===== src/rtl/hsv_pkg.sv =====
`default_nettype none
// ============================================================================
// Module   : hsv_pkg
// Purpose  : Shared HSV constants, widths and hue-sector codes.
// Revision : 1.0 - initial release
// ============================================================================
package hsv_pkg;

    localparam int H_W           = 9;
    localparam int SV_W          = 6;
    localparam int HUE_WRAP      = 360;
    localparam int HUE_SECTOR    = 60;
    localparam int RECIP60       = 2185;
    localparam int RECIP60_SHIFT = 17;

    typedef enum logic [2:0] {
        SEC_0 = 3'd0,
        SEC_1 = 3'd1,
        SEC_2 = 3'd2,
        SEC_3 = 3'd3,
        SEC_4 = 3'd4,
        SEC_5 = 3'd5
    } sector_t;

endpackage
`default_nettype wire


===== src/rtl/hsv_sector_split.sv =====
`default_nettype none
// ============================================================================
// Module   : hsv_sector_split
// Purpose  : Splits a wrapped hue (0..359) into 60-degree sector and offset.
// Revision : 1.0 - initial release
// ============================================================================
module hsv_sector_split
#(
    parameter int H_W  = hsv_pkg::H_W,
    parameter int SV_W = hsv_pkg::SV_W
)
(
    input  logic [H_W-1:0]        h,
    output hsv_pkg::sector_t      sector,
    output logic [SV_W-1:0]       f
);
    import hsv_pkg::*;

    logic [H_W-1:0] w_base;

    always_comb begin
        sector = SEC_5;
        w_base = H_W'(5 * HUE_SECTOR);
        if (h < H_W'(HUE_SECTOR)) begin
            sector = SEC_0;
            w_base = '0;
        end else if (h < H_W'(2 * HUE_SECTOR)) begin
            sector = SEC_1;
            w_base = H_W'(HUE_SECTOR);
        end else if (h < H_W'(3 * HUE_SECTOR)) begin
            sector = SEC_2;
            w_base = H_W'(2 * HUE_SECTOR);
        end else if (h < H_W'(4 * HUE_SECTOR)) begin
            sector = SEC_3;
            w_base = H_W'(3 * HUE_SECTOR);
        end else if (h < H_W'(5 * HUE_SECTOR)) begin
            sector = SEC_4;
            w_base = H_W'(4 * HUE_SECTOR);
        end
    end

    assign f = SV_W'(h - w_base);

endmodule
`default_nettype wire


===== src/rtl/hsv2rgb565.sv =====
`default_nettype none
// ============================================================================
// Module   : hsv2rgb565
// Purpose  : 4-stage HSV -> RGB565 converter with valid/ready handshake.
// Revision : 1.0 - initial release
// ============================================================================
module hsv2rgb565
#(
    parameter int H_W  = hsv_pkg::H_W,
    parameter int SV_W = hsv_pkg::SV_W
)
(
    input  logic             clock,
    input  logic             reset,
    input  logic             in_valid,
    output logic             in_ready,
    input  logic [H_W-1:0]   in_H,
    input  logic [SV_W-1:0]  in_S,
    input  logic [SV_W-1:0]  in_V,
    output logic             out_valid,
    input  logic             out_ready,
    output logic [SV_W-2:0]  out_R,
    output logic [SV_W-1:0]  out_G,
    output logic [SV_W-2:0]  out_B
);
    import hsv_pkg::*;

    localparam int PW = 2 * SV_W;
    localparam int XW = PW + 12;

    logic            w_stall;
    logic [H_W-1:0]  w_h;
    logic [SV_W-1:0] w_min, w_c, w_f, w_x;
    sector_t         w_sec;
    logic [XW-1:0]   w_prod;
    logic [SV_W-1:0] w_r, w_g, w_b;

    logic            r_s1_valid, r_s2_valid, r_s3_valid;
    logic [SV_W-1:0] r_s1_max, r_s1_min, r_s1_c, r_s1_f;
    sector_t         r_s1_sec, r_s2_sec, r_s3_sec;
    logic [SV_W-1:0] r_s2_max, r_s2_min;
    logic [PW-1:0]   r_s2_p;
    logic [SV_W-1:0] r_s3_max, r_s3_min, r_s3_rise, r_s3_fall;

    // Whole pipeline freezes on backpressure; no bubble squeezing.
    assign w_stall  = out_valid && !out_ready;
    assign in_ready = !w_stall;

    assign w_h   = (in_H >= H_W'(HUE_WRAP)) ? in_H - H_W'(HUE_WRAP) : in_H;
    assign w_min = (in_S > in_V) ? '0 : in_V - in_S;
    assign w_c   = in_V - w_min;

    hsv_sector_split #(.H_W(H_W), .SV_W(SV_W)) u_split (
        .h      (w_h),
        .sector (w_sec),
        .f      (w_f)
    );

    // Reciprocal multiply gives exact floor(P/60) over the reachable P range.
    assign w_prod = XW'(r_s2_p) * XW'(RECIP60);
    assign w_x    = SV_W'(w_prod >> RECIP60_SHIFT);

    always_comb begin
        w_r = r_s3_max;
        w_g = r_s3_min;
        w_b = r_s3_fall;
        case (r_s3_sec)
            SEC_0: begin w_r = r_s3_max;  w_g = r_s3_rise; w_b = r_s3_min;  end
            SEC_1: begin w_r = r_s3_fall; w_g = r_s3_max;  w_b = r_s3_min;  end
            SEC_2: begin w_r = r_s3_min;  w_g = r_s3_max;  w_b = r_s3_rise; end
            SEC_3: begin w_r = r_s3_min;  w_g = r_s3_fall; w_b = r_s3_max;  end
            SEC_4: begin w_r = r_s3_rise; w_g = r_s3_min;  w_b = r_s3_max;  end
            default: begin w_r = r_s3_max; w_g = r_s3_min; w_b = r_s3_fall; end
        endcase
    end

    always_ff @(posedge clock) begin
        if (reset) begin
            r_s1_valid <= 1'b0;
            r_s2_valid <= 1'b0;
            r_s3_valid <= 1'b0;
            out_valid  <= 1'b0;
            out_R      <= '0;
            out_G      <= '0;
            out_B      <= '0;
        end else if (!w_stall) begin
            r_s1_valid <= in_valid;
            r_s2_valid <= r_s1_valid;
            r_s3_valid <= r_s2_valid;
            out_valid  <= r_s3_valid;
            out_R      <= (SV_W-1)'(w_r >> 1);
            out_G      <= w_g;
            out_B      <= (SV_W-1)'(w_b >> 1);
        end
    end

    always_ff @(posedge clock) begin
        if (!w_stall) begin
            r_s1_max  <= in_V;
            r_s1_min  <= w_min;
            r_s1_c    <= w_c;
            r_s1_f    <= w_f;
            r_s1_sec  <= w_sec;

            r_s2_max  <= r_s1_max;
            r_s2_min  <= r_s1_min;
            r_s2_sec  <= r_s1_sec;
            r_s2_p    <= PW'(r_s1_c) * PW'(r_s1_f);

            r_s3_max  <= r_s2_max;
            r_s3_min  <= r_s2_min;
            r_s3_sec  <= r_s2_sec;
            r_s3_rise <= r_s2_min + w_x;
            r_s3_fall <= r_s2_max - w_x;
        end
    end

endmodule
`default_nettype wire


===== config.mk =====
export PLATFORM = sky130hd
export DESIGN_NAME = hsv2rgb565
export DESIGN_NICKNAME = d
export VERILOG_FILES = /design/src/rtl/hsv_pkg.sv /design/src/rtl/hsv_sector_split.sv /design/src/rtl/hsv2rgb565.sv
export SDC_FILE = /design/constraint.sdc
export NUM_CORES = 1
export LEC_CHECK = 0
export ABC_AREA = 1
export ABC_CLOCK_PERIOD_IN_PS = 5900
export CAP_MARGIN = 20
export CORE_MARGIN = 4
export CORE_UTILIZATION = 45
export DETAILED_ROUTE_END_ITERATION = 10
export SETUP_SLACK_MARGIN = 0.4
export SLEW_MARGIN = 20
export SYNTH_ARGS = -nofsm -noshare
export SYNTH_HDL_FRONTEND = slang
export SYNTH_HIERARCHICAL = 1
export SYNTH_SLANG_ARGS = --single-unit

===== constraint.sdc =====
create_clock -name clock -period 5.9 [get_ports clock]
set_clock_uncertainty 0.05 [all_clocks]
set_input_delay 1.18 -clock clock [delete_from_list [all_inputs] [get_ports clock]]
set_output_delay 1.18 -clock clock [all_outputs]
set_load 0.02 [all_outputs]

==> impl_metrics.json, run 1 <==
{
  "grt_antenna_before_repair": 0,
  "synth.avg_cell_area_sq_um": 8.85,
  "crit_path_cell_trace": "ha_1, inv_1, fa_1, inv_1, ha_1, ha_1, ha_1, nand4_1, nor3_1, nand2_1, nand2_1, xor2_1, ha_1, inv_1, fa_1, o21ai_0, xor2_1",
  "row_count": 47,
  "grt_use_met2": 0.270,
  "postPlaceCellArea_sq_um": 8280,
  "synthTopCellsByArea": "sky130_fd_sc_hd__edfxtp_1 (32%), sky130_fd_sc_hd__ha_1 (17%), sky130_fd_sc_hd__nand2_1 (10%)",
  "synth_top_area_frac": 0.320,
  "post_synthesis_sequential_element_count": 101,
  "crit_top_cell": "sky130_fd_sc_hd__ha_1",
  "layout-drive-gt1-share": 0.0395,
  "coreArea_sq_um": 16600,
  "gp_routability_congestion": 0.903,
  "endpoint_kind": "flop",
  "post_synth_num_cell_types": 37,
  "fin_setup_tns_ns": 0,
  "postLayoutCellArea_sq_um": 8590,
  "layout-area-overhead-vs-synth_pct": 12.9,
  "critical_path.startpoint_type": "flop",
  "final_antenna_net_count": 0,
  "largest_net_degree_at_the_start_of_global_routing": 88,
  "boundary_pin_count": 43,
  "tritoncts_num_sinks": 101,
  "clockRootBuffer": "sky130_fd_sc_hd__clkbuf_16",
  "cts_max_level": 3,
  "finish.net_count": 1064,
  "track_usage": 0.162,
  "worst-path-max-fanout": 4,
  "finalMaxSlewViolations": 0,
  "crit_path_top_delay_cell": "sky130_fd_sc_hd__fa_1",
  "detailedPlacementHpwl_um": 12000,
  "grtUsageMet3": 0.0235,
  "period_needed_ns": 4.51,
  "finalSetupViolations": 0,
  "viasPerCell": 4.99,
  "tritoncts": "built",
  "met1_usage": 0.218,
  "cell_family_with_most_cp_delay": "adder cells",
  "clock_input_transition_at_the_sequential_cells_of_the_worst_setup_and_hold_paths_ns": 0.07,
  "avgRoutedWirePerCell_um": 13.2,
  "drt-total-wl_um": 14900,
  "first_pass_grt_wire_length_um": 25800,
  "syn-cell-area_sq_um": 7610,
  "die_area_sq_um": 19100,
  "final_common_cell": "sky130_fd_sc_hd__nand2_1",
  "post_cts_resized": 0,
  "ys_seq_area_frac": 0.372,
  "number_of_violations_reported_at_the_end_of_detailed_routing_iteration_0": 394,
  "rsz0062_at_grt": "false",
  "tritoncts_buffer_count": 9,
  "grt_overflow_total": 0,
  "max-clock-path-buffers": 2,
  "grt_max_usage_layer": "met2",
  "post-synth-top-area-cell": "sky130_fd_sc_hd__edfxtp_1",
  "crit_arrival_ns": 4.56,
  "die-height_um": 138,
  "maxCapViolations": 0,
  "crit_type": "reg -> reg",
  "timing.max_slew.rel_slack": 0.307,
  "port_buffers": 42,
  "critical_path_required_ns": 5.95,
  "synth-warning-count": 6,
  "finalHoldViolCount": 0,
  "max_freq_ghz": 0.222,
  "first_global_vias": 5429,
  "mostFrequentLayoutCells": "sky130_fd_sc_hd__nand2_1 (212), sky130_fd_sc_hd__inv_1 (139), sky130_fd_sc_hd__ha_1 (104), sky130_fd_sc_hd__edfxtp_1 (81), sky130_fd_sc_hd__a21oi_1 (49)",
  "die_width_um": 138,
  "syn_nets": 1018,
  "critPathBufInv": 3,
  "clk_latency_ns": 0.35,
  "remaining_drc_errors": 0,
  "cts-hold-fix-buffers": 0,
  "synthCells": 860,
  "postCtsSetupBuffers": 0,
  "drt_first_pass_iters": 5,
  "antennaDiodeCount": 0,
  "vias": 5644,
  "critical-path-max-stage-delay_ns": 0.49,
  "period_share": 0.764,
  "worst_slew_pin_slew_ns": 1.04,
  "initial_core_util": 0.459,
  "outcome": "complete, no violations",
  "timing.hold.worst.class": "reg -> reg"
}
[final cells by class]
cell class | instances | area [sq um]
Tap cell | 220 | 275
Fill cell | 1566 | 7990
Clock buffer | 9 | 225
Clock inverter | 7 | 91.3
Inverter | 143 | 539
Timing Repair Buffer | 43 | 428
Multi-Input combinational cell | 608 | 4200
Sequential cell | 101 | 2830
[registers in the layout, indices dropped and copies added (netlist names), 5 cells and up]
name	cells
r_s3_rise	6
r_s2_p	12
r_s1_max	6
r_s1_f	6
out_B	5
r_s3_max	6
r_s1_c	6
out_R	5
r_s2_min	6
r_s2_max	6
out_G	6
r_s3_fall	6
r_s3_min	6
r_s1_min	6
[cell usage after synthesis]
master	number
sky130_fd_sc_hd__nand3_4	1
sky130_fd_sc_hd__a21o_2	1
sky130_fd_sc_hd__fa_1	29
sky130_fd_sc_hd__a31oi_1	4
sky130_fd_sc_hd__clkbuf_1	4
sky130_fd_sc_hd__nor3_1	7
sky130_fd_sc_hd__inv_2	3
sky130_fd_sc_hd__a21o_1	3
sky130_fd_sc_hd__nor2b_1	1
sky130_fd_sc_hd__o21ai_2	1
sky130_fd_sc_hd__o221ai_1	2
sky130_fd_sc_hd__nor2_2	1
sky130_fd_sc_hd__nand3b_4	1
sky130_fd_sc_hd__nand4_4	1
sky130_fd_sc_hd__nor2_4	2
sky130_fd_sc_hd__o211ai_1	9
sky130_fd_sc_hd__buf_2	1
sky130_fd_sc_hd__nand2_1	212
sky130_fd_sc_hd__edfxtp_1	81
sky130_fd_sc_hd__dfxtp_1	20
sky130_fd_sc_hd__xnor2_1	6
sky130_fd_sc_hd__nand2_2	5
sky130_fd_sc_hd__ha_1	104
sky130_fd_sc_hd__nand3_1	42
sky130_fd_sc_hd__nand4_1	22
sky130_fd_sc_hd__o21ai_1	8
sky130_fd_sc_hd__inv_1	140
sky130_fd_sc_hd__nand3b_1	3
sky130_fd_sc_hd__nand2_4	1
sky130_fd_sc_hd__o31ai_1	1
sky130_fd_sc_hd__a21oi_1	49
sky130_fd_sc_hd__o21bai_1	4
sky130_fd_sc_hd__buf_4	3
sky130_fd_sc_hd__nor2_1	43
sky130_fd_sc_hd__xor2_1	17
sky130_fd_sc_hd__nor3_2	1
sky130_fd_sc_hd__o21ai_0	27
[routing by layer]
layer	vias to the layer above	part of all wire
met5	-	0
met4	0	0.021
met3	23	0.036
met2	115	0.46
met1	2544	0.49
li1	2962	-
[logic make-up after synthesis]
kind of cell    after synthesis  synth area share
simple gates                343             0.198
buf+inv                     151            0.0761
fa+ha+maj                   133             0.247
compound gates              109            0.0799
flops                       101             0.372
xor+xnor                     23            0.0265
[through the flow]
step	utilization	hold slack [ns]	setup slack (ns)	std cells
after floorplan	-	0.350	0.718	860
after global placement	0.499	0.352	1.35	1115
after detailed placement	0.499	0.355	1.26	1115
after CTS	0.518	0.370	1.41	1131
after global routing	0.518	0.374	1.04	1131
final	0.518	0.367	1.39	1131
[final timing paths]
check	start	to	slack, ns	cells past startpoint
worst min-delay path	r_s2_sec[0]	r_s3_sec[0]	0.37	0
worst max-delay path	r_s2_p[7]	r_s3_rise[4]	1.39	17
worst max register to register	r_s2_p[7]	r_s3_rise[4]	1.39	17
worst min register to register	r_s2_sec[0]	r_s3_sec[0]	0.37	0
Power of run 1 is not shown: default switching activity piles up to over one toggle a cycle in this logic, so the estimate is an artifact.
==> run 2, diff against run 1 <==
ABC_CLOCK_PERIOD_IN_PS = 4250   (was 5900)
clock period = 4.25 ns   (was 5.9 ns; I/O delays follow)
==> impl_metrics.json, run 2 (synthesis gave the netlist of run 1 again) <==
{
  "grt_antenna_before_repair": 0,
  "coreArea_sq_um": 16600,
  "avgRoutedWirePerCell_um": 14.3,
  "port_buffers": 42,
  "period_needed_ns": 4.11,
  "largest_register_ffs": 12,
  "timing.hold.worst.class": "reg -> reg",
  "antennaDiodeCount": 0,
  "clock_input_transition_at_the_sequential_cells_of_the_worst_setup_and_hold_paths_ns": 0.07,
  "max-clock-path-buffers": 2,
  "first_pass_grt_wire_length_um": 27300,
  "worst-path-max-fanout": 4,
  "drt_first_pass_iters": 5,
  "clockRootBuffer": "sky130_fd_sc_hd__clkbuf_16",
  "final_common_cell": "sky130_fd_sc_hd__nand2_1",
  "finalSetupViolations": 0,
  "die_width_um": 138,
  "tritoncts_num_sinks": 101,
  "worst_slew_pin_slew_ns": 0.716,
  "period_share": 0.968,
  "timing.max_slew.rel_slack": 0.523,
  "largest_net_degree_at_the_start_of_global_routing": 69,
  "postPlaceCellArea_sq_um": 8500,
  "layout-drive-gt1-share": 0.157,
  "row_count": 47,
  "crit_type": "reg -> reg",
  "final_antenna_net_count": 0,
  "place_inst": 1126,
  "viasPerCell": 5.10,
  "finalMaxSlewViolations": 0,
  "critical_path_required_ns": 4.32,
  "clk_latency_ns": 0.36,
  "grt_overflow_total": 0,
  "layout-area-overhead-vs-synth_pct": 22.6,
  "initial_core_util": 0.459,
  "maxCapViolations": 0,
  "die-height_um": 138,
  "mostFrequentLayoutCells": "sky130_fd_sc_hd__nand2_1 (199), sky130_fd_sc_hd__inv_1 (128), sky130_fd_sc_hd__edfxtp_1 (81), sky130_fd_sc_hd__ha_1 (71)",
  "number_of_violations_reported_at_the_end_of_detailed_routing_iteration_0": 410,
  "track_usage": 0.174,
  "vias": 5895,
  "first_global_vias": 5704,
  "postLayoutCellArea_sq_um": 9340,
  "detailedPlacementHpwl_um": 12600,
  "tritoncts": "built",
  "finalHoldViolCount": 0,
  "outcome": "complete, no violations",
  "rsz0062_at_grt": "true",
  "critical-path-max-stage-delay_ns": 0.51,
  "cts_max_level": 3,
  "setup_ws_ns": 0.135,
  "endpoint_kind": "flop",
  "placement.setup.worst_slack_ns": -0.0346,
  "largest_register": "r_s2_p",
  "crit_arrival_ns": 4.19,
  "gp_routability_congestion": 0.884,
  "drt-total-wl_um": 16500,
  "finish.net_count": 1090,
  "tritoncts_buffer_count": 9,
  "critical_path.startpoint_type": "flop",
  "remaining_drc_errors": 0,
  "die_area_sq_um": 19100,
  "max_freq_ghz": 0.243,
  "boundary_pin_count": 43,
  "crit_path_top_delay_cell": "sky130_fd_sc_hd__fa_1",
  "final-instance-count-excl-fill": 1157
}
## run 2: cell count changes in the layout (fill, tap and decap cells not counted), sizes merged
cell | previous run | this run
dlymetal6s2s | 0 | 1
clkinv | 2 | 4
clkdlybuf4s50 | 42 | 41
clkinvlp | 1 | 0
bufinv | 1 | 0
buf | 1 | 27
## run 2: path summary, 6_finish.rpt
path,startpoint,endpoint,slack (ns),cells past startpoint
max,r_s2_p[6],r_s3_fall[5],0.14,26
min,r_s1_sec[1],r_s2_sec[1],0.37,0
max reg2reg,r_s2_p[6],r_s3_fall[5],0.14,26
min reg2reg,r_s1_sec[1],r_s2_sec[1],0.37,0
## run 2: critical path, delay by kind of cell (launching register included)
kind,cells,cell delay [ns]
compound gates,1,0.13
buf+inv,5,0.31
flops,1,0.47
fa+ha+maj,6,1.79
simple gates,14,1.13
## run 2: per-stage QoR
stage	utilization	setup TNS [ns]	hold slack [ns]
after floorplan	-	0	0.350
after global placement	0.512	-0.0149	0.351
after detailed placement	0.512	-0.0531	0.355
after CTS	0.551	0	0.372
after global routing	0.563	-0.265	0.377
final	0.563	0	0.371
## run 2: layout make-up
class                           instances  area, sq um
Tap cell                              220          275
Fill cell                            1511         7250
Inverter                              143          539
Sequential cell                       101         2830
Timing Repair Buffer                   69          629
Clock inverter                          7         78.8
Clock buffer                            9          225
Multi-Input combinational cell        608         4750
## run 2: repair_timing
item                                    4_1_cts  5_1_grt
hold buffers                                  0        0
endpoints found under the setup margin       11       13
setup buffers                                 7        8
resized for setup                            52       28
pin swaps                                    43       31
## run 2: layer usage
layer  global-route usage  part of all wire  vias up
met3               0.0349             0.037       19
li1                     -                 -     3012
met4               0.0489             0.015        0
met2                0.293              0.47      115
met1                0.229              0.48     2749
met5                    0                 0        -
Power of run 2 is left out for the same reason.
==> run 3, diff against run 2 <==
RECOVER_POWER = 100   (was unset)
==> impl_metrics.json, run 3 (synthesis gave the netlist of run 1 again) <==
{
  "vias": 5879,
  "rsz0062_at_grt": "true",
  "critical_path.startpoint_type": "flop",
  "boundary_pin_count": 43,
  "die_width_um": 138,
  "timing.max_slew.rel_slack": 0.0600,
  "largest_register": "r_s2_p",
  "die_area_sq_um": 19100,
  "finalHoldViolCount": 0,
  "place_inst": 1126,
  "antennaDiodeCount": 0,
  "clk_latency_ns": 0.36,
  "clockRootBuffer": "sky130_fd_sc_hd__clkbuf_16",
  "gp_routability_congestion": 0.884,
  "endpoint_kind": "flop",
  "row_count": 47,
  "critical_path_required_ns": 4.32,
  "max_freq_ghz": 0.243,
  "tritoncts_num_sinks": 101,
  "maxCapViolations": 0,
  "port_buffers": 42,
  "layout-area-overhead-vs-synth_pct": 22.4,
  "viasPerCell": 5.08,
  "detailedPlacementHpwl_um": 12600,
  "period_needed_ns": 4.11,
  "avgRoutedWirePerCell_um": 14.3,
  "finalMaxSlewViolations": 0,
  "crit_type": "reg -> reg",
  "remaining_drc_errors": 0,
  "track_usage": 0.174,
  "final_antenna_net_count": 0,
  "first_pass_grt_wire_length_um": 27300,
  "mostFrequentLayoutCells": "sky130_fd_sc_hd__nand2_1 (199), sky130_fd_sc_hd__inv_1 (128), sky130_fd_sc_hd__edfxtp_1 (81), sky130_fd_sc_hd__ha_1 (71)",
  "clock_input_transition_at_the_sequential_cells_of_the_worst_setup_and_hold_paths_ns": 0.08,
  "postPlaceCellArea_sq_um": 8500,
  "timing.hold.worst.class": "reg -> reg",
  "fillerInstances": 1519,
  "number_of_violations_reported_at_the_end_of_detailed_routing_iteration_0": 392,
  "postLayoutCellArea_sq_um": 9310,
  "largest_register_ffs": 12,
  "grt_overflow_total": 0,
  "first_global_vias": 5704,
  "max-clock-path-buffers": 2,
  "outcome": "complete, no violations",
  "grt_antenna_before_repair": 0,
  "tritoncts_buffer_count": 9,
  "die-height_um": 138,
  "finalSetupViolations": 0,
  "final_common_cell": "sky130_fd_sc_hd__nand2_1",
  "worst-path-max-fanout": 4,
  "final-instance-count-excl-fill": 1157,
  "finish.net_count": 1090,
  "cts_max_level": 3,
  "drt-total-wl_um": 16500,
  "drt_first_pass_iters": 5,
  "initial_core_util": 0.459,
  "finish.utilization": 0.562,
  "largest_net_degree_at_the_start_of_global_routing": 69,
  "worst_slew_pin_slew_ns": 1.41,
  "period_share": 0.968,
  "crit_arrival_ns": 4.19,
  "layout-drive-gt1-share": 0.152,
  "tritoncts": "built",
  "coreArea_sq_um": 16600
}
[run 3: cell count changes in the layout (fill, tap and decap cells not counted), sizes merged]
cell and change:
buf -4, clkbuf +4, clkdlybuf4s50 -28, clkinv +1
clkinvlp +1, dlygate4sd3 +28, inv -2
[run 3: path summary, 6_finish.rpt]
check	startpoint	endpoint	slack, ns	depth (start not counted)
worst max-delay path	r_s2_p[6]	r_s3_fall[5]	0.14	26
worst min-delay path	r_s1_max[2]	r_s2_max[2]	0.37	0
worst max register to register	r_s2_p[6]	r_s3_fall[5]	0.14	26
worst min register to register	r_s1_max[2]	r_s2_max[2]	0.37	0
[run 3: repair_timing]
action | 4_1_cts | 5_1_grt
setup buffers | 7 | 8
pin swaps | 43 | 31
endpoints found under the setup margin | 11 | 13
hold buffers | 0 | 0
resized for setup | 52 | 28
[run 3: cell type report]
type | count | area, sq um | area share
clock buffer | 9 | 225 | 0.0242
clock inverter | 7 | 78.8 | 0.00846
inverter | 143 | 538 | 0.0578
multi-input combinational | 608 | 4740 | 0.509
sequential | 101 | 2830 | 0.304
tap | 220 | 275 | 0.0296
timing repair buffer | 69 | 619 | 0.0665
[run 3: critical path, stage by stage, from the launching register on]
cell and delay [ns]:
sky130_fd_sc_hd__edfxtp_1 0.47, sky130_fd_sc_hd__ha_4 0.32, sky130_fd_sc_hd__inv_2 0.04, sky130_fd_sc_hd__fa_1 0.51, sky130_fd_sc_hd__inv_2 0.05, sky130_fd_sc_hd__ha_4 0.23, sky130_fd_sc_hd__ha_4 0.27, sky130_fd_sc_hd__ha_4 0.20
sky130_fd_sc_hd__nand2_2 0.07, sky130_fd_sc_hd__nand2_2 0.07, sky130_fd_sc_hd__a21oi_2 0.13, sky130_fd_sc_hd__nor2_1 0.06, sky130_fd_sc_hd__nor3_2 0.18, sky130_fd_sc_hd__nand2_1 0.07, sky130_fd_sc_hd__nand2_1 0.07, sky130_fd_sc_hd__nand2_2 0.09
sky130_fd_sc_hd__buf_6 0.13, sky130_fd_sc_hd__ha_4 0.26, sky130_fd_sc_hd__nand2_2 0.05, sky130_fd_sc_hd__inv_2 0.05, sky130_fd_sc_hd__nand4_1 0.12, sky130_fd_sc_hd__nand3_1 0.11, sky130_fd_sc_hd__nand2_1 0.05, sky130_fd_sc_hd__nand2_1 0.07
sky130_fd_sc_hd__inv_1 0.04, sky130_fd_sc_hd__nand3_1 0.07, sky130_fd_sc_hd__nand2_1 0.05
[run 3: routing by layer]
layer / up-vias / part of all wire / GRT usage
met5: - / 0 / 0
met4: 0 / 0.015 / 0.0489
met3: 19 / 0.035 / 0.0349
met2: 102 / 0.47 / 0.293
met1: 2743 / 0.48 / 0.229
li1: 3015 / - / -
[run 3: stage by stage]
step           TNS, ns  hold WS (ns)  worst slack (ns)
6_report             0         0.372             0.137
5_1_grt         -0.265         0.377            -0.145
4_1_cts              0         0.372             0.232
3_5_place_dp   -0.0531         0.355           -0.0346
3_3_place_gp   -0.0149         0.351           -0.0112
2_1_floorplan        0         0.350             0.387
Power of run 3 is left out for the same reason.
